===== config.mk =====
export PLATFORM = sky130hd
export DESIGN_NAME = ofifo_deskew
export DESIGN_NICKNAME = d
export VERILOG_FILES = /design/src/rtl/ofifo_deskew.sv
export SDC_FILE = /design/constraint.sdc
export NUM_CORES = 1
export LEC_CHECK = 0
export CORE_AREA = 2 2 406 408
export DETAILED_ROUTE_END_ITERATION = 10
export DIE_AREA = 0 0 408 410
export GPL_TIMING_DRIVEN = 0
export PLACE_DENSITY = 0.45
export SYNTH_ARGS = -nofsm -noshare
export SYNTH_HDL_FRONTEND = slang
export SYNTH_SLANG_ARGS = --single-unit

===== constraint.sdc =====
create_clock -name clk -period 3.18 [get_ports clk]
set_input_delay 0.318 -clock clk [delete_from_list [all_inputs] [get_ports clk]]
set_output_delay 0.318 -clock clk [all_outputs]
set_load 0.005 [all_outputs]

===== src/rtl/ofifo_deskew.sv =====
// Output deskew bank: one FIFO per MAC-array column absorbs the diagonal
// arrival skew, and a single read pops one aligned row from all columns.
module ofifo_deskew #(
  parameter int col   = 8,
  parameter int bw    = 16,
  parameter int depth = 8
) (
  input  logic                clk,
  input  logic                reset,
  input  logic [col-1:0]      wr,
  input  logic [bw*col-1:0]   in,
  input  logic                rd,
  output logic [bw*col-1:0]   out,
  output logic                o_out_valid,
  output logic                o_valid,
  output logic                o_full,
  output logic                o_ready,
  output logic                o_overflow
);

  localparam int AW = (depth > 1) ? $clog2(depth) : 1;
  localparam int CW = AW + 1;

  logic [bw-1:0]       mem_q [col][depth];
  logic [CW-1:0]       wptr_q [col];
  logic [CW-1:0]       wptr_d [col];
  logic [CW-1:0]       rptr_q [col];
  logic [CW-1:0]       rptr_d [col];
  logic [CW-1:0]       cnt_q  [col];
  logic [CW-1:0]       cnt_d  [col];
  logic [bw*col-1:0]   out_q;
  logic [bw*col-1:0]   out_d;
  logic                out_valid_q;
  logic                out_valid_d;
  logic                overflow_q;
  logic                overflow_d;
  logic [col-1:0]      empty;
  logic [col-1:0]      full;
  logic [col-1:0]      wr_acc;
  logic                rd_acc;

  always_comb begin
    for (int i = 0; i < col; i++) begin
      empty[i] = (cnt_q[i] == '0);
      full[i]  = (cnt_q[i] == CW'(depth));
    end
  end

  // Handshake: wr[i] is accepted when column i is not full (judged on the
  // pre-edge count); rd is accepted only when o_valid, and the popped row
  // appears on out with o_out_valid one edge later.
  assign wr_acc  = wr & ~full;
  assign o_valid = &(~empty);
  assign o_full  = |full;
  assign o_ready = ~o_full;
  assign rd_acc  = rd & o_valid;

  always_comb begin
    out_d       = out_q;
    out_valid_d = rd_acc;
    overflow_d  = overflow_q | (|(wr & full));
    for (int i = 0; i < col; i++) begin
      wptr_d[i] = wptr_q[i] + {{AW{1'b0}}, wr_acc[i]};
      rptr_d[i] = rptr_q[i] + {{AW{1'b0}}, rd_acc};
      cnt_d[i]  = cnt_q[i] + {{AW{1'b0}}, wr_acc[i]} - {{AW{1'b0}}, rd_acc};
      if (rd_acc) begin
        out_d[i*bw +: bw] = mem_q[i][rptr_q[i][AW-1:0]];
      end
    end
  end

  always_ff @(posedge clk) begin
    if (reset) begin
      for (int i = 0; i < col; i++) begin
        wptr_q[i] <= '0;
        rptr_q[i] <= '0;
        cnt_q[i]  <= '0;
      end
      out_q       <= '0;
      out_valid_q <= 1'b0;
      overflow_q  <= 1'b0;
    end else begin
      for (int i = 0; i < col; i++) begin
        wptr_q[i] <= wptr_d[i];
        rptr_q[i] <= rptr_d[i];
        cnt_q[i]  <= cnt_d[i];
      end
      out_q       <= out_d;
      out_valid_q <= out_valid_d;
      overflow_q  <= overflow_d;
    end
  end

  // Storage needs no reset: entries are only visible through the pointers.
  always_ff @(posedge clk) begin
    if (!reset) begin
      for (int i = 0; i < col; i++) begin
        if (wr_acc[i]) begin
          mem_q[i][wptr_q[i][AW-1:0]] <= in[i*bw +: bw];
        end
      end
    end
  end

  assign out         = out_q;
  assign o_out_valid = out_valid_q;
  assign o_overflow  = overflow_q;

endmodule


==> results of run 1 <==
area by class of cell:
type / instances / area [um^2] / share of cell area, %
Antenna cell: 7 / 17.52 / 0.02897
Sequential cell: 1234 / 34950 / 57.82
Buffer: 129 / 640.6 / 1.060
Multi-Input combinational cell: 1130 / 13150 / 21.75
Timing Repair Buffer: 360 / 4100 / 6.782
Inverter: 57 / 240.2 / 0.3974
Clock buffer: 193 / 3919 / 6.482
Tap cell: 2189 / 2739 / 4.530
Clock inverter: 68 / 695.7 / 1.151
cell families (layout without fill, tap and decap cells):
logic type                 Yosys count  in the layout  synth area share (%)
and+or+nand+nor                    473            473                 4.911
muxes                              512            512                 18.19
other                                0              7                     0
xor gates and xnor gates            32             32                0.5759
adders and majority gates           88             88                 2.386
DFF                               1234           1234                 71.82
buffers and inverters              187            807                 1.756
AOI/OAI and AO/OA                   25             25                0.3574
routing by layer:
metal | wire length, um | part of all wire [%] | vias to the layer above | global-route usage [%]
met5 | 239 | 0.20 | - | 0
met4 | 3148 | 2.6 | 36 | 4.879
met3 | 7818 | 6.4 | 216 | 4.192
met2 | 59430 | 49 | 541 | 24.37
met1 | 51830 | 42 | 12650 | 18.34
li1 | - | - | 10900 | -
synth_stat cells (21+ instances only):
library cell and n:
nand2b_1 22, edfxtp_1 1024, dfxtp_1 210, mux2i_1 128, mux4_2 256, nor2b_1 177
inv_1 56, nor2_1 218, mux2_4 97, ha_1 80, buf_2 26, clkbuf_1 66
xnor2_1 27, mux2_1 21
cells in the final DEF (no fill, tap or decap), types with 16 or more instances in the layout:
cell,n
buf_1,17
buf_16,18
buf_2,26
buf_4,24
buf_6,30
buf_8,37
clkbuf_1,101
clkbuf_16,145
clkdlybuf4s50_1,268
clkinv_1,16
clkinv_2,22
dfxtp_1,210
edfxtp_1,1024
ha_1,76
inv_1,56
mux2_1,21
mux2_4,97
mux2i_1,128
mux4_2,256
nand2b_1,22
nor2_1,170
nor2_2,48
nor2b_1,177
xnor2_1,27
report_power, final:
part	switching, mW	leakage (nW)	internal, mW
logic	1.62	6.63	1.36
registers	0.242	10.9	18.1
clock network	6.62	2.26	9.44
registers in the layout, indices dropped and copies added (netlist names):
signal	cells
o_out_valid	1
wptr_q	24
o_overflow	1
out	128
mem_q	1024
rptr_q	24
cnt_q	32
what timing repair did:
action                                  in CTS  in global routing
pin swaps                                    4                  6
gates resized for setup                     17                 15
buffers inserted                             5                  7
gates cloned                                 0                  0
endpoints found under the setup margin      72                 17
hold endpoints to repair                     0                  0
per-stage QoR:
| stage | hold WS (ps) | power [mW] | utilization, % | instances |
|---|---|---|---|---|
| after global routing | 54.58 | 38.88 | 36.97 | 5363 |
| after floorplan | 416.9 | 20.28 | - | 2551 |
| after CTS | 3.386 | 37.94 | 36.90 | 5353 |
| after detailed placement | 506.4 | 21.67 | 34.01 | 5088 |
| after global placement | 508.8 | 21.35 | 33.09 | 5010 |
| final | 80.00 | 37.39 | 36.98 | 5367 |
worst min-delay path, stage by stage:
cell      delay (ps)
clkbuf_1         200
nor2b_1          160
mux2_4           140
path summary, 6_finish.rpt:
| path | cells past startpoint | start | slack [ps] | endpoint |
|---|---|---|---|---|
| worst min register to register | 2 | o_overflow | 530 | o_overflow |
| worst max-delay path | 6 | cnt_q[0][2] | 100 | o_full |
| worst max register to register | 13 | cnt_q[0][2] | 170 | cnt_q[1][1] |
| worst min-delay path | 3 | reset | 80 | out[32] |
==> flow_summary.yaml, run 1 <==
die:
  dieWidth_um: 408
  rows: 149
  dieArea_um2: 167300
  die_h_um: 410
  io_pins: 272
  initial_utilization_pct: 29.77
  fp.coreArea_um2: 163500
global_route:
  overflow: 0
  first_global_vias: 26370
  antenna_found_initial: 31
  grt_first_pass_wirelength_um: 178500
  grt_max_degree: 17
  grt.total_usage_pct: 14.66
logic_synthesis:
  ys_ff_latch: 1234
  yosysWarnings: 0
  syn_nets: 2778
  yosys.area.top_type_share_pct: 63.19
  async_flop_share_pct: 0
  synth_edf_count: 1024
  ys_types: 38
  ys_seq_area_share_pct: 71.82
  syn_inst: 2551
  synthFlopType: "edfxtp_1"
  synth_top_area_cell: "edfxtp_1"
  yosys-top-cells-area: "edfxtp_1 63%, mux4_2 12%, dfxtp_1 8.6%"
  syn_area_um2: 48670
  avgSynthCellArea_um2: 19.08
cells_and_area:
  area_growth_pct: 24.23
  num-fill-cells: 15070
  post-route-cell-area_um2: 60460
  final_net_count: 3280
  drive_gt1_share_pct: 25.04
setup_path:
  crit_type: "register to primary output"
  worstPathArrival_ps: 2770
  critPathSlowestCell: "clkdlybuf4s50_1"
  worstPathCellList: "inv_1 > ha_1 > nor3b_2 > nor4_1 > nand4_1 > clkdlybuf4s50_1"
  end_kind: "primary output"
  critPathBufInv: 2
  required_ps: 2860
  cp_max_fo: 4
  cp_top_family: "simple AND/OR/NAND/NOR gates"
  critPathMaxStageDelay_ps: 560
  startpoint_type: "register"
routing:
  first_iter_violations: 1634
  wl_um: 122500
  antenna_left: 0
  drc_errors: 0
  vias: 24330
  post_drt_wl_per_cell_um: 22.82
  routed_via_density: 4.534
  dr.pass1.iters: 5
placement:
  io_buffer_count: 270
  dp_hpwl_um: 84580
  place_congestion: 0.7357
  placed_area_um2: 55610
  pre_cts_slack_ps: -1054
power_and_ir_drop:
  powerDensity_nw_per_um2: 618.5
  power.leakage_nw: 19.84
  ir_drop_mv: 0.5681
clock_network:
  root_buffer: "clkbuf_16"
  cts_buffers: 141
  cts_sinks: 1234
  clk_path_buf_depth: 3
  cts_tree: "done"
  htreeDepth: 4
  ctsHoldBuffers: 0
  path_clk_slew_ps: 60
  clk_latency_ps: 780
sta:
  max_freq_mhz: 324.3
  slew_violations: 0
  worst_slack_ps: 96.08
  rsz0062_at_grt: "true"
  skew_ps: 31.79
  setup_viol: 0
  relSlewSlack_pct: 30.73
  layout_min_cycle_time_ps: 3084
  finalCritPeriodShare_pct: 96.98
  worst_pin_slew_ps: 1039
  fin_tns_setup_ps: 0
  hold_viol: 0
run_status:
  outcome: "completed"
hold_path:
  worstHoldPathType: "primary input to register"
run:
  max_cap_violations: 0
(Power assumes the default switching activity.)
==> run 2, diff against run 1 <==
==> config.mk (replaced) <==
export PLATFORM = sky130hd
export DESIGN_NAME = ofifo_deskew
export DESIGN_NICKNAME = d
export VERILOG_FILES = /design/src/rtl/ofifo_deskew.sv
export SDC_FILE = /design/constraint.sdc
export NUM_CORES = 1
export LEC_CHECK = 0
export CORE_AREA = 2 2 329 331
export DETAILED_ROUTE_END_ITERATION = 10
export DIE_AREA = 0 0 331 333
export GPL_TIMING_DRIVEN = 0
export PLACE_DENSITY = 0.63
export SYNTH_ARGS = -nofsm -noshare
export SYNTH_HDL_FRONTEND = slang
export SYNTH_SLANG_ARGS = --single-unit
==> flow_summary.yaml, run 2 (synthesis gave the netlist of run 1 again) <==
hold_path:
  worstHoldPathType: "primary input to register"
  min_from: "reset"
sta:
  relSlewSlack_pct: 19.07
  slew_violations: 0
  worst_pin_slew_ps: 1214
  hold_viol: 0
  worst_slack_ps: 177.7
  max_freq_mhz: 333.1
  rsz0062_at_grt: "false"
  layout_min_cycle_time_ps: 3002
  setup_viol: 0
  finalCritPeriodShare_pct: 94.41
  skew_ps: 21.29
routing:
  drc_errors: 0
  first_iter_violations: 1631
  wl_um: 108800
  antenna_left: 0
  routed_via_density: 5.294
  vias: 24110
  post_drt_wl_per_cell_um: 23.89
  dr.pass1.iters: 5
global_route:
  overflow: 0
  grt_max_degree: 20
  antenna_found_initial: 20
  grt.total_usage_pct: 19.99
  first_global_vias: 25840
  grt_first_pass_wirelength_um: 161700
setup_path:
  required_ps: 3760
  startpoint_type: "register"
  reg2reg_slack_ps: 180
  cpMostUsedCell: "inv_1"
  worstPathCellList: "inv_1 > ha_1 > nor3b_1 > a2111oi_2 > nand4_1 > buf_4 > buf_16 > clkinv_16 > ha_2 > inv_1 > ha_1 > inv_1 > fa_1 > xor2_1 > nor2_1"
  r2r-start: "cnt_q[1][2]"
  crit_type: "register to register"
  worstSetupStartpoint: "cnt_q[1][2]"
  end_kind: "register"
  critPathMaxStageDelay_ps: 400
  critPathSlowestCell: "a2111oi_2"
  worstPathArrival_ps: 3590
  cp_max_fo: 16
cells_and_area:
  fin_util_pct: 55.38
  layout_common_cells: "1024 x edfxtp_1, 269 x clkdlybuf4s50_1, 256 x mux4_2, 210 x dfxtp_1, 177 x nor2b_1"
  final_net_count: 3260
  final_common_cell: "edfxtp_1"
  area_growth_pct: 21.30
  layout.cells.non_filler: 4554
  drive_gt1_share_pct: 24.36
  post-route-cell-area_um2: 59030
  largest_reg_flops: 1024
placement:
  place_congestion: 0.7546
  place_inst: 4293
  pre_cts_slack_ps: -899.8
  dp_hpwl_um: 74740
  placed_area_um2: 54390
  io_buffer_count: 270
clock_network:
  cts_buffers: 134
  clk_path_buf_depth: 3
  root_buffer: "clkbuf_16"
  path_clk_slew_ps: 60
  cts_tree: "done"
  htreeDepth: 4
  clk_latency_ps: 730
  cts_sinks: 1234
  ctsHoldBuffers: 0
power_and_ir_drop:
  powerDensity_nw_per_um2: 623.2
  switching_share_pct: 22.27
  p_int_mw: 28.60
  power.leakage_nw: 19.63
  seqPwrFrac_pct: 49.9
  pwr-share-clk_pct: 42.3
  p_sw_mw: 8.194
  p_comb_share_pct: 7.9
  ir_drop_mv: 0.4039
run:
  max_cap_violations: 0
die:
  fp.coreArea_um2: 106600
  dieWidth_um: 331
  die_h_um: 333
  rows: 120
  io_pins: 272
  initial_utilization_pct: 45.65
  dieArea_um2: 110200
run_status:
  outcome: "completed"
run 2: cell count changes in the layout (fill, tap and decap cells not counted), moves of 3 or more:
| cell | delta |
|---|---|
| a21oi_1 | +3 |
| a21oi_2 | -3 |
| buf_16 | -9 |
| buf_4 | -6 |
| clkbuf_1 | -14 |
| clkbuf_16 | -9 |
| clkbuf_8 | +3 |
| clkinv_1 | +3 |
| fa_1 | +4 |
| fa_2 | -4 |
| nor3b_1 | +3 |
run 2: power by group through the flow:
| stage | logic [mW] | registers (mW) | clock network, mW |
|---|---|---|---|
| after detailed placement | 2.88 | 18.7 | 0 |
| after global routing | 3.21 | 18.4 | 16.5 |
| final | 2.90 | 18.3 | 15.6 |
| after CTS | 2.91 | 18.3 | 15.9 |
| after floorplan | 1.67 | 18.6 | 0 |
| after global placement | 2.60 | 18.6 | 0 |
run 2: worst max-delay path: cells and delay by family, from the launching register on:
kind                     cells  cell delay, ps
flip-flops                   1             310
AO/OA/AOI/OAI                1             400
adder cells (fa/ha/maj)      4            1020
XOR/XNOR                     1             160
AND/OR/NAND/NOR              3             330
buffers and inverters        6             600
run 2: worst paths after layout:
| path | to | cells after the start |
|---|---|---|
| worst min register to register | o_overflow | 2 |
| worst max register to register | cnt_q[0][10] | 15 |
| worst min-delay path | out[19] | 3 |
| worst max-delay path | cnt_q[0][10] | 15 |
run 2: area by class of cell:
type	count	area [um^2]
diodes	7	17.52
plain buffers	129	646.9
clock buffers	172	3679
clock inverters	75	807.0
fillers	8210	47570
inverters	57	240.2
multi-input cells	1130	13110
flip-flops and latches	1234	34950
well taps	1403	1755
repair buffers	347	3827
run 2: per-layer routing:
metal	part of all wire, %	GRT usage, %
met3	6.1	4.724
met5	0.12	0
met2	50	33.30
met4	2.4	6.402
met1	41	25.87
run 2: metrics by stage:
| stage | TNS [ps] | total power [mW] | hold WS [ps] |
|---|---|---|---|
| 2_1_floorplan | 0 | 20.28 | 416.9 |
| 3_3_place_gp | -487140 | 21.24 | 498.8 |
| 3_5_place_dp | -33300 | 21.55 | 511.2 |
| 4_1_cts | 0 | 37.16 | 45.05 |
| 5_1_grt | 0 | 38.13 | 109.5 |
| 6_report | 0 | 36.79 | 113.1 |
run 2: timing repair:
item                                    4_1_cts  5_1_grt
resized for setup                            11        9
buffers inserted                              2        6
pin swaps                                     1        2
endpoints found under the setup margin       73       35
